$ cat src/rtl/cmv300_pixel_capture.sv
// CMV300 8-bit pixel capture: frame request, line/pixel counting, 4-byte packing.
// Ports: sensor clk/lines in, FIFO write strobe/word out, counters and status out.
module cmv300_pixel_capture #(
    parameter int LINES     = 488,
    parameter int PIXELS    = 648,
    parameter int REQ_WIDTH = 4
) (
    input  logic        CVM300_CLK_OUT,
    input  logic        RES_N,
    input  logic        start,
    input  logic        abort,
    input  logic        CVM300_Line_valid,
    input  logic        CVM300_Data_valid,
    input  logic [7:0]  CVM300_D,
    input  logic        fifo_full,
    output logic        CVM300_FRAME_REQ,
    output logic        wr_en,
    output logic [31:0] wr_data,
    output logic [9:0]  pixel_cnt,
    output logic [9:0]  line_cnt,
    output logic [15:0] frame_cnt,
    output logic        busy,
    output logic        done,
    output logic        overflow,
    output logic [2:0]  state
);

    typedef enum logic [2:0] {
        S_IDLE      = 3'd0,
        S_REQ       = 3'd1,
        S_WAIT_LINE = 3'd2,
        S_CAPTURE   = 3'd3,
        S_DONE      = 3'd4
    } state_t;

    localparam logic [9:0] LAST_LINE = 10'(LINES - 1);
    localparam logic [9:0] PIX_MAX   = 10'(PIXELS);
    localparam logic [3:0] REQ_LAST  = 4'(REQ_WIDTH - 1);

    state_t      cur;
    state_t      nxt;
    logic [3:0]  req_cnt;
    logic [1:0]  byte_idx;
    logic [23:0] word_buf;

    logic in_line;
    logic take;
    logic spill;
    logic line_end;

    // A line may begin in the very cycle WAIT_LINE sees Line_valid,
    // so bytes are accepted there too; abort blocks all datapath updates.
    assign in_line  = (cur == S_WAIT_LINE || cur == S_CAPTURE)
                    && CVM300_Line_valid && !abort;
    assign take     = in_line && CVM300_Data_valid && (pixel_cnt < PIX_MAX);
    assign spill    = in_line && CVM300_Data_valid && (pixel_cnt == PIX_MAX);
    // CAPTURE is only entered with Line_valid high, so low here is the fall.
    assign line_end = (cur == S_CAPTURE) && !CVM300_Line_valid && !abort;

    always_ff @(posedge CVM300_CLK_OUT or negedge RES_N) begin
        if (!RES_N) begin
            cur <= S_IDLE;
        end else begin
            cur <= nxt;
        end
    end

    always_comb begin
        nxt = cur;
        case (cur)
            S_IDLE: begin
                if (start) nxt = S_REQ;
            end
            S_REQ: begin
                if (abort)                  nxt = S_IDLE;
                else if (req_cnt == REQ_LAST) nxt = S_WAIT_LINE;
            end
            S_WAIT_LINE: begin
                if (abort)                  nxt = S_IDLE;
                else if (CVM300_Line_valid) nxt = S_CAPTURE;
            end
            S_CAPTURE: begin
                if (abort) begin
                    nxt = S_IDLE;
                end else if (!CVM300_Line_valid) begin
                    if (line_cnt == LAST_LINE) nxt = S_DONE;
                    else                       nxt = S_WAIT_LINE;
                end
            end
            S_DONE: begin
                nxt = S_IDLE;
            end
            default: begin
                nxt = S_IDLE;
            end
        endcase
    end

    assign CVM300_FRAME_REQ = (cur == S_REQ);
    assign busy             = (cur != S_IDLE);
    assign done             = (cur == S_DONE);
    assign state            = cur;

    always_ff @(posedge CVM300_CLK_OUT or negedge RES_N) begin
        if (!RES_N) begin
            req_cnt   <= '0;
            byte_idx  <= '0;
            word_buf  <= '0;
            wr_en     <= 1'b0;
            wr_data   <= '0;
            pixel_cnt <= '0;
            line_cnt  <= '0;
            frame_cnt <= '0;
            overflow  <= 1'b0;
        end else begin
            wr_en <= 1'b0;

            if (cur == S_IDLE && start) begin
                req_cnt   <= '0;
                byte_idx  <= '0;
                pixel_cnt <= '0;
                line_cnt  <= '0;
            end

            if (cur == S_REQ && !abort) begin
                req_cnt <= req_cnt + 4'd1;
            end

            if (take) begin
                pixel_cnt <= pixel_cnt + 10'd1;
                byte_idx  <= byte_idx + 2'd1;
                case (byte_idx)
                    2'd0: word_buf[7:0]   <= CVM300_D;
                    2'd1: word_buf[15:8]  <= CVM300_D;
                    2'd2: word_buf[23:16] <= CVM300_D;
                    default: begin
                        // Word complete: write it out or drop it on full.
                        if (fifo_full) begin
                            overflow <= 1'b1;
                        end else begin
                            wr_en   <= 1'b1;
                            wr_data <= {CVM300_D, word_buf};
                        end
                    end
                endcase
            end

            if (spill) begin
                overflow <= 1'b1;
            end

            // Any partial word left at line end is simply forgotten.
            if (line_end) begin
                line_cnt  <= line_cnt + 10'd1;
                pixel_cnt <= '0;
                byte_idx  <= '0;
            end

            if (cur == S_DONE) begin
                frame_cnt <= frame_cnt + 16'd1;
            end
        end
    end

endmodule

$ cat config.mk
export PLATFORM = sky130hd
export DESIGN_NAME = cmv300_pixel_capture
export DESIGN_NICKNAME = d
export VERILOG_FILES = /design/src/rtl/cmv300_pixel_capture.sv
export SDC_FILE = /design/constraint.sdc
export NUM_CORES = 1
export LEC_CHECK = 0
export BUFFER_PORTS_ARGS = -buffer_cell sky130_fd_sc_hd__buf_2
export CORE_ASPECT_RATIO = 0.8
export CORE_MARGIN = 8
export CORE_UTILIZATION = 48
export DETAILED_ROUTE_END_ITERATION = 16
export GPL_TIMING_DRIVEN = 0
export MAX_ROUTING_LAYER = met4
export PLACE_DENSITY_LB_ADDON = 0.25
export SYNTH_ARGS = -nofsm -noshare
export SYNTH_HDL_FRONTEND = slang
export SYNTH_SLANG_ARGS = --single-unit
$ cat constraint.sdc
create_clock -name CVM300_CLK_OUT -period 2.3 [get_ports CVM300_CLK_OUT]
set_input_delay 0.345 -clock CVM300_CLK_OUT [delete_from_list [all_inputs] [get_ports CVM300_CLK_OUT]]
set_output_delay 0.345 -clock CVM300_CLK_OUT [all_outputs]
set_load 0.03 [all_outputs]
==> impl_results.md <==
- Asr flop ratio synth: 1.00
- Sw Ratio: 0.307
- Synth Area in Adders: 0.0242
- CP startpoint kind: register
- Dpl cells: 574
- Vias in the first global route: 3306
- Max Cap Viol: 0
- CTS tree: yes
- First-pass GRT wire length: 16500 um
- Die area: 13100 um^2
- Clock root buffer master: clkbuf_16
- Slew HR: 0.495
- Final hold vios: 0
- Initial Util: 0.489
- Min-delay worst type: input pin to register
- Int Pwr: 3.29 mW
- Final wirelength: 9600 um
- Worst setup margin: 0.125 ns
- Largest net degree at the start of global routing: 73
- Crit path capture type: register
- Rows: 32
- IO Pins: 91
- F_max: 460 MHz
- Clk buf depth: 2
- Die X: 126 um
- Number of synthesized flops with an enable pin: 0
- Iteration count of the initial detailed-routing pass: 4
- Worst ir drop on vdd: 0.610 mV
- Vias after detailed routing: 3193
- CP Class: register to register
- Sum Neg Setup Slack: 0 ns
- Synth Area in XOR/XNOR: 0.0376
- Vias per cell: 5.41
- Layout Area Growth over Synthesis: 19.7%
- Fin util: 0.585
- Simple-gate share of the synthesized area: 0.151
- RSZ-0062 raised after global routing: false
- Clk slew on worst S/H paths: 0.07 ns
- IO buf count: 90
- Core ar.: 9530 um^2
- Complex-gate fraction of the synthesized area: 0.0475
- Layout cells sized above 1: 0.333
- NetSw: 1.46 mW
- Power density over the cells: 850 nW/um^2
- Pins Over Slew Limit: 0
- Gpl congestion: 0.769
- GRT Total Usage: 0.157
- Routed len/inst: 16.3 um
- Chip Height: 104 um
- R2R cell count: 5
- Sequential Power Share: 0.485
- FF+latch count, synth: 103
- Setup WS pre-CTS: 0.119 ns
- CTS Buf Count: 9
- Synth Flop Type: dfrtp_1
- Final min period: 2.17 ns
- Setup Skew: 0.00983 ns
- Mapped Nets: 388
- Mux cell area share after synthesis: 0.160
- Initial DRC count: 124
- Sequential-to-total area share from yosys stat: 0.553
- Largest family of logic cells by synthesized area: multiplexers
- Post-CTS sizing: 0
- Worst path required time: 2.51 ns
- Worst r2r src: pixel_cnt[7]
- Status: finished, final reports clean
- Worst Hold Path Cells: 2
- Critical path data arrival time: 2.39 ns
- Yosys warning total: 0
- HPWL Detailed: 6970 um
- Distinct cell type count of the synthesized netlist: 55
- Sink Count: 103
- Lkg Pwr: 2.87 nW
- R2r setup slk: 0.13 ns
- Syn_area_per_cell: 12.8 um^2
- Part of the power in the clock network: 0.300
- Layout Nets: 491
- FF-to-FF End: wr_data[29]
- ANT cells: 0
- CTS HTree Levels: 3
- CP endpoint: wr_data[29]
- Final std cells w/o fill: 590
- Routed Antenna Nets: 0
- Logic pwr share: 0.215
- Global route total overflow: 0
- Post-CTS Setup Inserts: 0
- CP Max Fanout: 10
- Clock Latency Late Sink: 0.34 ns
- Worst Setup SP: pixel_cnt[7]
- Drc violations: 0
- Final critical-path share of the clock period: 0.946
- Initial antenna violation count: 0
- Hold_buf cts: 1
- Syn Std Cell Area: 4660 um^2
- Least-Margin Pin Slew: 0.754 ns
- Post-Syn Instances: 364
- Final setup vio count: 0
[cells in the mapped netlist (2+ instances only)]
library cell / n / area, um^2
dfrtp_1: 103 / 2580
nand2_1: 33 / 124
mux2_2: 30 / 338
mux2_1: 29 / 327
nand3_1: 14 / 70.1
xnor2_1: 14 / 123
nor2_1: 11 / 41.3
ha_1: 9 / 113
nor3_1: 9 / 45.0
inv_1: 8 / 30.0
mux2i_1: 8 / 80.1
and2_1: 7 / 43.8
o21ai_0: 7 / 35.0
a221o_1: 6 / 60.1
nor4_1: 6 / 37.5
xor2_1: 6 / 52.6
buf_6: 5 / 56.3
nand4_1: 5 / 31.3
clkbuf_1: 4 / 15.0
o21a_1: 4 / 30.0
and3_1: 3 / 18.8
and4_1: 3 / 26.3
buf_2: 3 / 15.0
nor3_2: 2 / 20.0
nor3b_1: 2 / 15.0
nor3b_4: 2 / 37.5
or4_1: 2 / 15.0
or4b_1: 2 / 20.0
[power by group through the flow]
stage	clock network, mW	logic, mW	registers [mW]
after floorplan	0	0.619	2.41
after global routing	1.54	1.13	2.34
after CTS	1.47	1.04	2.30
after global placement	0	0.992	2.31
final	1.42	1.02	2.30
after detailed placement	0	1.03	2.33
[layout make-up]
cell class	instances	area, um^2
fill	801	3950
sequential	103	2580
multi-input combinational	240	1960
timing repair buffer	92	490
clock buffer	9	225
tap	119	149
buffer	13	93.8
clock inverter	6	53.8
inverter	8	30.0
[layout by cell type, fill, tap and decap left out, types with 9 or more instances in the layout]
cell	n
nor2_1	11
nand3_1	14
buf_2	92
xnor2_1	14
ha_1	9
clkbuf_16	9
nand2_1	33
dfrtp_1	103
mux2_1	29
mux2_2	30
nor3_1	9
[critical path: stages, from the launching register on]
cell and delay [ns]:
dfrtp_1 0.45, and2_1 0.20, o21a_1 0.23, nor4b_4 0.56, buf_6 0.26, mux2_1 0.35
[metrics by stage]
stage               hold WS (ns)  instance area [um^2]  total power [mW]
floorplan                 0.0494                  4660              3.03
global placement           0.457                  5260              3.30
detailed placement         0.314                  5290              3.37
CTS                        0.268                  5580              4.81
global route               0.279                  5580              5.02
finish                     0.278                  5580              4.74
[flip-flops by register name, summed over array words and instances (netlist names), 2 cells and up]
| name | flops |
|---|---|
| wr_data | 32 |
| frame_cnt | 16 |
| word_buf | 24 |
| pixel_cnt | 10 |
| state | 3 |
| req_cnt | 4 |
| line_cnt | 10 |
| byte_idx | 2 |
[kinds of logic after synthesis]
logic type,count (synthesis)
fa+ha+maj,9
simple gates,116
flops,103
mux,67
buf+inv,21
xor+xnor,20
compound gates,28
[routing by layer]
layer  track usage  up-vias  share of wire
met4        0.0411        0          0.010
met1         0.199     1608           0.46
met5             -        -              0
li1              -     1512              -
met2         0.247       65           0.48
met3        0.0410        8          0.047
[worst min path at each step]
stage	startpoint	end	slack, ns
after floorplan	RES_N	byte_idx[0]	0.05
after global placement	frame_cnt[15]	frame_cnt[15]	0.46
after detailed placement	RES_N	word_buf[6]	0.31
after CTS	CVM300_D[7]	wr_data[31]	0.27
after global routing	CVM300_D[5]	word_buf[21]	0.28
final	CVM300_D[7]	wr_data[31]	0.28
Note: power is estimated with default switching activity, not from simulation.
